**src/rtl/mem_arbiter.sv**
```systemverilog
// Round-robin arbiter sharing one single-port memory between N_REQ requesters.
// Optional build macro MEM_ARB_HIPRI_EN gives requester 0 fixed top priority.
module mem_arbiter #(
  parameter int N_REQ = 2,
  parameter int AW    = 8,
  parameter int DW    = 16
) (
  input  logic               clk,
  input  logic               rst_n,
  input  logic [N_REQ-1:0]    req,
  input  logic [N_REQ-1:0]    req_we,
  input  logic [N_REQ*AW-1:0] req_addr,
  input  logic [N_REQ*DW-1:0] req_wdata,
  output logic [N_REQ-1:0]    gnt,
  output logic [N_REQ-1:0]    rvalid,
  output logic [DW-1:0]       rdata,
  output logic                mem_en,
  output logic                mem_we,
  output logic [AW-1:0]       mem_addr,
  output logic [DW-1:0]       mem_wdata,
  input  logic [DW-1:0]       mem_rdata,
  output logic                busy
);

  localparam int PW = (N_REQ > 1) ? $clog2(N_REQ) : 1;

  localparam logic [1:0] IDLE   = 2'd0;
  localparam logic [1:0] ISSUE  = 2'd1;
  localparam logic [1:0] RDWAIT = 2'd2;

  logic [1:0]    state;
  logic [PW-1:0] rr_ptr;
  logic [PW-1:0] cur;
  logic [PW-1:0] win;
  logic [PW-1:0] nxt_ptr;
  logic          any;
  logic          keep_ptr;

  // First requester at or after rr_ptr, wrapping modulo N_REQ.
  always_comb begin : pick
    int idx;
    idx      = 0;
    win      = '0;
    any      = 1'b0;
    keep_ptr = 1'b0;
`ifdef MEM_ARB_HIPRI_EN
    if (req[0]) begin
      any      = 1'b1;
      keep_ptr = 1'b1;
    end
`endif
    for (int k = 0; k < N_REQ; k++) begin
      idx = int'(rr_ptr) + k;
      if (idx >= N_REQ) idx = idx - N_REQ;
      if (!any && req[idx]) begin
        any = 1'b1;
        win = PW'(idx);
      end
    end
    nxt_ptr = (int'(win) == N_REQ - 1) ? '0 : win + PW'(1);
  end

  always_ff @(posedge clk) begin
    if (!rst_n) begin
      state     <= IDLE;
      rr_ptr    <= '0;
      cur       <= '0;
      gnt       <= '0;
      rvalid    <= '0;
      rdata     <= '0;
      mem_en    <= 1'b0;
      mem_we    <= 1'b0;
      mem_addr  <= '0;
      mem_wdata <= '0;
      busy      <= 1'b0;
    end else begin
      gnt    <= '0;
      rvalid <= '0;
      case (state)
        IDLE: begin
          if (any) begin
            state     <= ISSUE;
            busy      <= 1'b1;
            gnt[win]  <= 1'b1;
            mem_en    <= 1'b1;
            mem_we    <= req_we[win];
            mem_addr  <= req_addr[win*AW +: AW];
            mem_wdata <= req_wdata[win*DW +: DW];
            cur       <= win;
            if (!keep_ptr) rr_ptr <= nxt_ptr;
          end
        end
        ISSUE: begin
          // Address/data/we stay put; only the strobe drops.
          mem_en <= 1'b0;
          if (mem_we) begin
            state <= IDLE;
            busy  <= 1'b0;
          end else begin
            state <= RDWAIT;
          end
        end
        RDWAIT: begin
          rdata       <= mem_rdata;
          rvalid[cur] <= 1'b1;
          state       <= IDLE;
          busy        <= 1'b0;
        end
        default: begin
          state  <= IDLE;
          busy   <= 1'b0;
          mem_en <= 1'b0;
        end
      endcase
    end
  end

endmodule

```
**config.mk**
```make
export PLATFORM = sky130hd
export DESIGN_NAME = mem_arbiter
export DESIGN_NICKNAME = d
export VERILOG_FILES = /design/src/rtl/mem_arbiter.sv
export SDC_FILE = /design/constraint.sdc
export NUM_CORES = 1
export LEC_CHECK = 0
export BUFFER_PORTS_ARGS = -buffer_cell sky130_fd_sc_hd__buf_4
export CORE_AREA = 2 2 84 62
export CTS_BUF_LIST = sky130_fd_sc_hd__clkbuf_4
export DETAILED_ROUTE_END_ITERATION = 8
export DIE_AREA = 0 0 86 64
export PLACE_DENSITY = 0.91
export SETUP_SLACK_MARGIN = 0.15
export SYNTH_ARGS = -nofsm -noshare
export SYNTH_HDL_FRONTEND = slang
export SYNTH_SLANG_ARGS = --single-unit
export TNS_END_PERCENT = 1
```
**constraint.sdc**
```tcl
create_clock -name clk -period 1.8 [get_ports clk]
set_input_delay 0.27 -clock clk [delete_from_list [all_inputs] [get_ports clk]]
set_output_delay 0.27 -clock clk [all_outputs]
set_load 0.01 [all_outputs]
```
==> reports/results.tsv <==
stage	metric	value	unit
run_status	status	complete, no violations	
clock_tree	clock root buffer	clkbuf_4	
clock_tree	H-tree depth	2	
hold_path	Hold WC Path Type	in2reg	
cells_and_area	final net count	399	
place	Detailed Place HPWL	4010	um
place	Port Buffers	116	
setup_path	CP endpoint kind	flop	
logic_synthesis	biggest area consumer among synthesized cells	dfxtp_1	
setup_path	R2R Path End	mem_addr[6]	
pwr	worst ir drop on vdd	0.000368	V
route	Routed Antenna Nets	0	
cells_and_area	final design utilization	63.2	%
route	Post-Route WL	5380	um
clock_tree	clock buffer depth	2	
route	DRC Markers	0	
logic_synthesis	synth cell count leaders	nand2_1, dfxtp_1, a21oi_1	
cells_and_area	share of cells above drive strength 1	40.3	%
timing	worst slew pin tran	614	ps
logic_synthesis	EDFF count, synth	0	
logic_synthesis	most common cell in the netlist	nand2_1	
setup_path	Worst Path Max Fanout	20	
logic_synthesis	ys flop type	dfxtp_1	
logic_synthesis	post-synthesis sequential area ratio	50.5	%
logic_synthesis	library cells used by synthesis	22	
timing	Fin Setup TNS	0	ps
global_routing	initial antenna violation count	0	
hold_path	hold depth	2	
setup_path	R2R Setup Slk	420	ps
setup_path	reg2reg start	state[0]	
setup_path	crit path kind	reg2reg	
timing	Final Setup Violations	0	
pwr	pwr/cell area	776	mW/mm^2
route	DR vias	1984	
die	die height	64	um
setup_path	Critical Path RT	2050	ps
timing	unrepaired setup endpoints after global routing	no	
clock_tree	Clock Sinks	51	
timing	Slew Viols, Final	0	
logic_synthesis	Mapped Nets	288	
timing	Final Critical Period	1380	ps
cells_and_area	FILL cells	408	
global_routing	gr usage total	20.1	%
clock_tree	setup bufs post-CTS	0	
setup_path	worst setup path endpoint	mem_addr[6]	
timing	Layout Skew	5.50	ps
die	Die ar.	0.00550	mm^2
logic_synthesis	mean area per synthesized cell	9.27	um^2
route	Pre-antenna DRT Iters	4	
global_routing	first-pass GRT wire length	8830	um
clock_tree	Worst-path clk slew	140	ps
setup_path	startpoint types	flop	
logic_synthesis	yosys warns	0	
timing	Hold WS	131	ps
cells_and_area	ant diodes	0	
run	maxcap violations	0	
logic_synthesis	leading post-synthesis cells by cell area	dfxtp_1, a221o_1, nand2_1	
route	Initial DRC Count	54	
logic_synthesis	asr flop ratio synth	0	%
pwr	P_leak	1.36	nW
logic_synthesis	Seq cells post-synth	51	
logic_synthesis	Synth Instances	218	
die	Initial Util	43.4	%
cells_and_area	multi-input gate area in the final layout	847	um^2
timing	max_slew headroom	59.1	%
route	DR WL/cell	13.9	um
die	Cell Rows	21	
clock_tree	Post-CTS Hold Fix Bufs	0	
cells_and_area	Area Growth Syn to Fin	45.4	%
place	routability cong.	0.724	
timing	Max Fclk	0.722	GHz
timing	Final Cycle Share	76.9	%
global_routing	remaining global-route overflow	0	
route	DR vias/cell	5.13	
timing	endpoints failing hold	0	
die	Die W	86	um
setup_path	Worst Setup SP	state[0]	
setup_path	cells on worst reg2reg path	4	
cells_and_area	register area	0.00102	mm^2
setup_path	CP arrival	1640	ps
logic_synthesis	top cell type's share of synthesized area	50.5	%
die	Floorplan Core Area	0.00465	mm^2
clock_tree	worst skew pair latency	350	ps
clock_tree	CTS tree	done	
clock_tree	CTS Buf Count	5	
logic_synthesis	synthesized cell area	0.00202	mm^2
clock_tree	Post-CTS Resized	0	
global_routing	vias in the first global route	2043	
global_routing	largest net degree at the start of global routing	41	
die	I/O pin cnt	117	
==> layout make-up <==
class	instances	area share [%]
sequential	51	34.8
inverter	2	0.256
tap	57	2.43
clock inverter	2	0.256
multi-input combinational	144	28.8
clock buffer	6	1.53
timing repair buffer	125	31.9
==> worst max-delay path, cell delays in order (launching register included) <==
cell and delay (ps):
dfxtp_1 440, nor2_2 80, and4_1 200, buf_4 200, a221o_1 360
==> kinds of logic after synthesis <==
| group | share of synthesized area (%) |
|---|---|
| buffers and inverters | 7.55 |
| AOI/OAI and AO/OA | 27.2 |
| and+or+nand+nor | 14.7 |
| DFF | 50.5 |
==> per-layer routing <==
metal	share of wire [%]	track usage, %	vias to the layer above
met1	43	22.7	923
li1	-	-	990
met2	49	35.8	67
met4	0.67	7.34	0
met5	0	0	-
met3	6.9	5.81	4
==> layout by cell type (no fill, tap or decap) <==
cell type / n
a21o_1: 2
clkbuf_4: 6
and3_1: 2
nor2b_1: 1
buf_4: 125
a21oi_1: 27
a221o_1: 25
inv_1: 2
nor2_2: 1
nand2b_1: 2
a21boi_1: 11
nand2_1: 60
clkinv_1: 2
or2_1: 1
o2111a_1: 1
a21boi_0: 6
dfxtp_1: 51
nor3b_1: 2
nor2_1: 1
and4_1: 1
o21bai_2: 1
==> per-stage QoR <==
step	worst slack, ps	instances	power (mW)	instance area (um^2)
finish	416	387	2.28	2940
detailed placement	438	379	1.81	2890
floorplan	469	218	1.54	2020
global route	341	387	2.41	2940
global placement	486	379	1.80	2890
CTS	423	387	2.31	2940
==> worst min-delay path by stage <==
stage,end,startpoint,slack (ps)
4_1_cts,mem_we,req_we[1],110
6_report,mem_we,req_we[1],130
3_5_place_dp,rvalid[0],cur,440
5_1_grt,mem_wdata[6],req_wdata[22],100
3_3_place_gp,rvalid[0],cur,420
2_1_floorplan,rvalid[0],cur,400
==> report_power, final <==
part / switching (mW) / total [mW] / internal (mW)
clock: 0.334 / 0.494 / 0.161
combinational: 0.224 / 0.513 / 0.289
sequential: 0.0528 / 1.27 / 1.22
==> state kept, by name, indices dropped and copies added (netlist names) <==
name       count
mem_en         1
rdata         16
mem_wdata     16
busy           1
cur            1
rvalid         2
rr_ptr         1
gnt            2
state          2
mem_addr       8
mem_we         1
No activity file was read; power rests on OpenSTA's default activity.
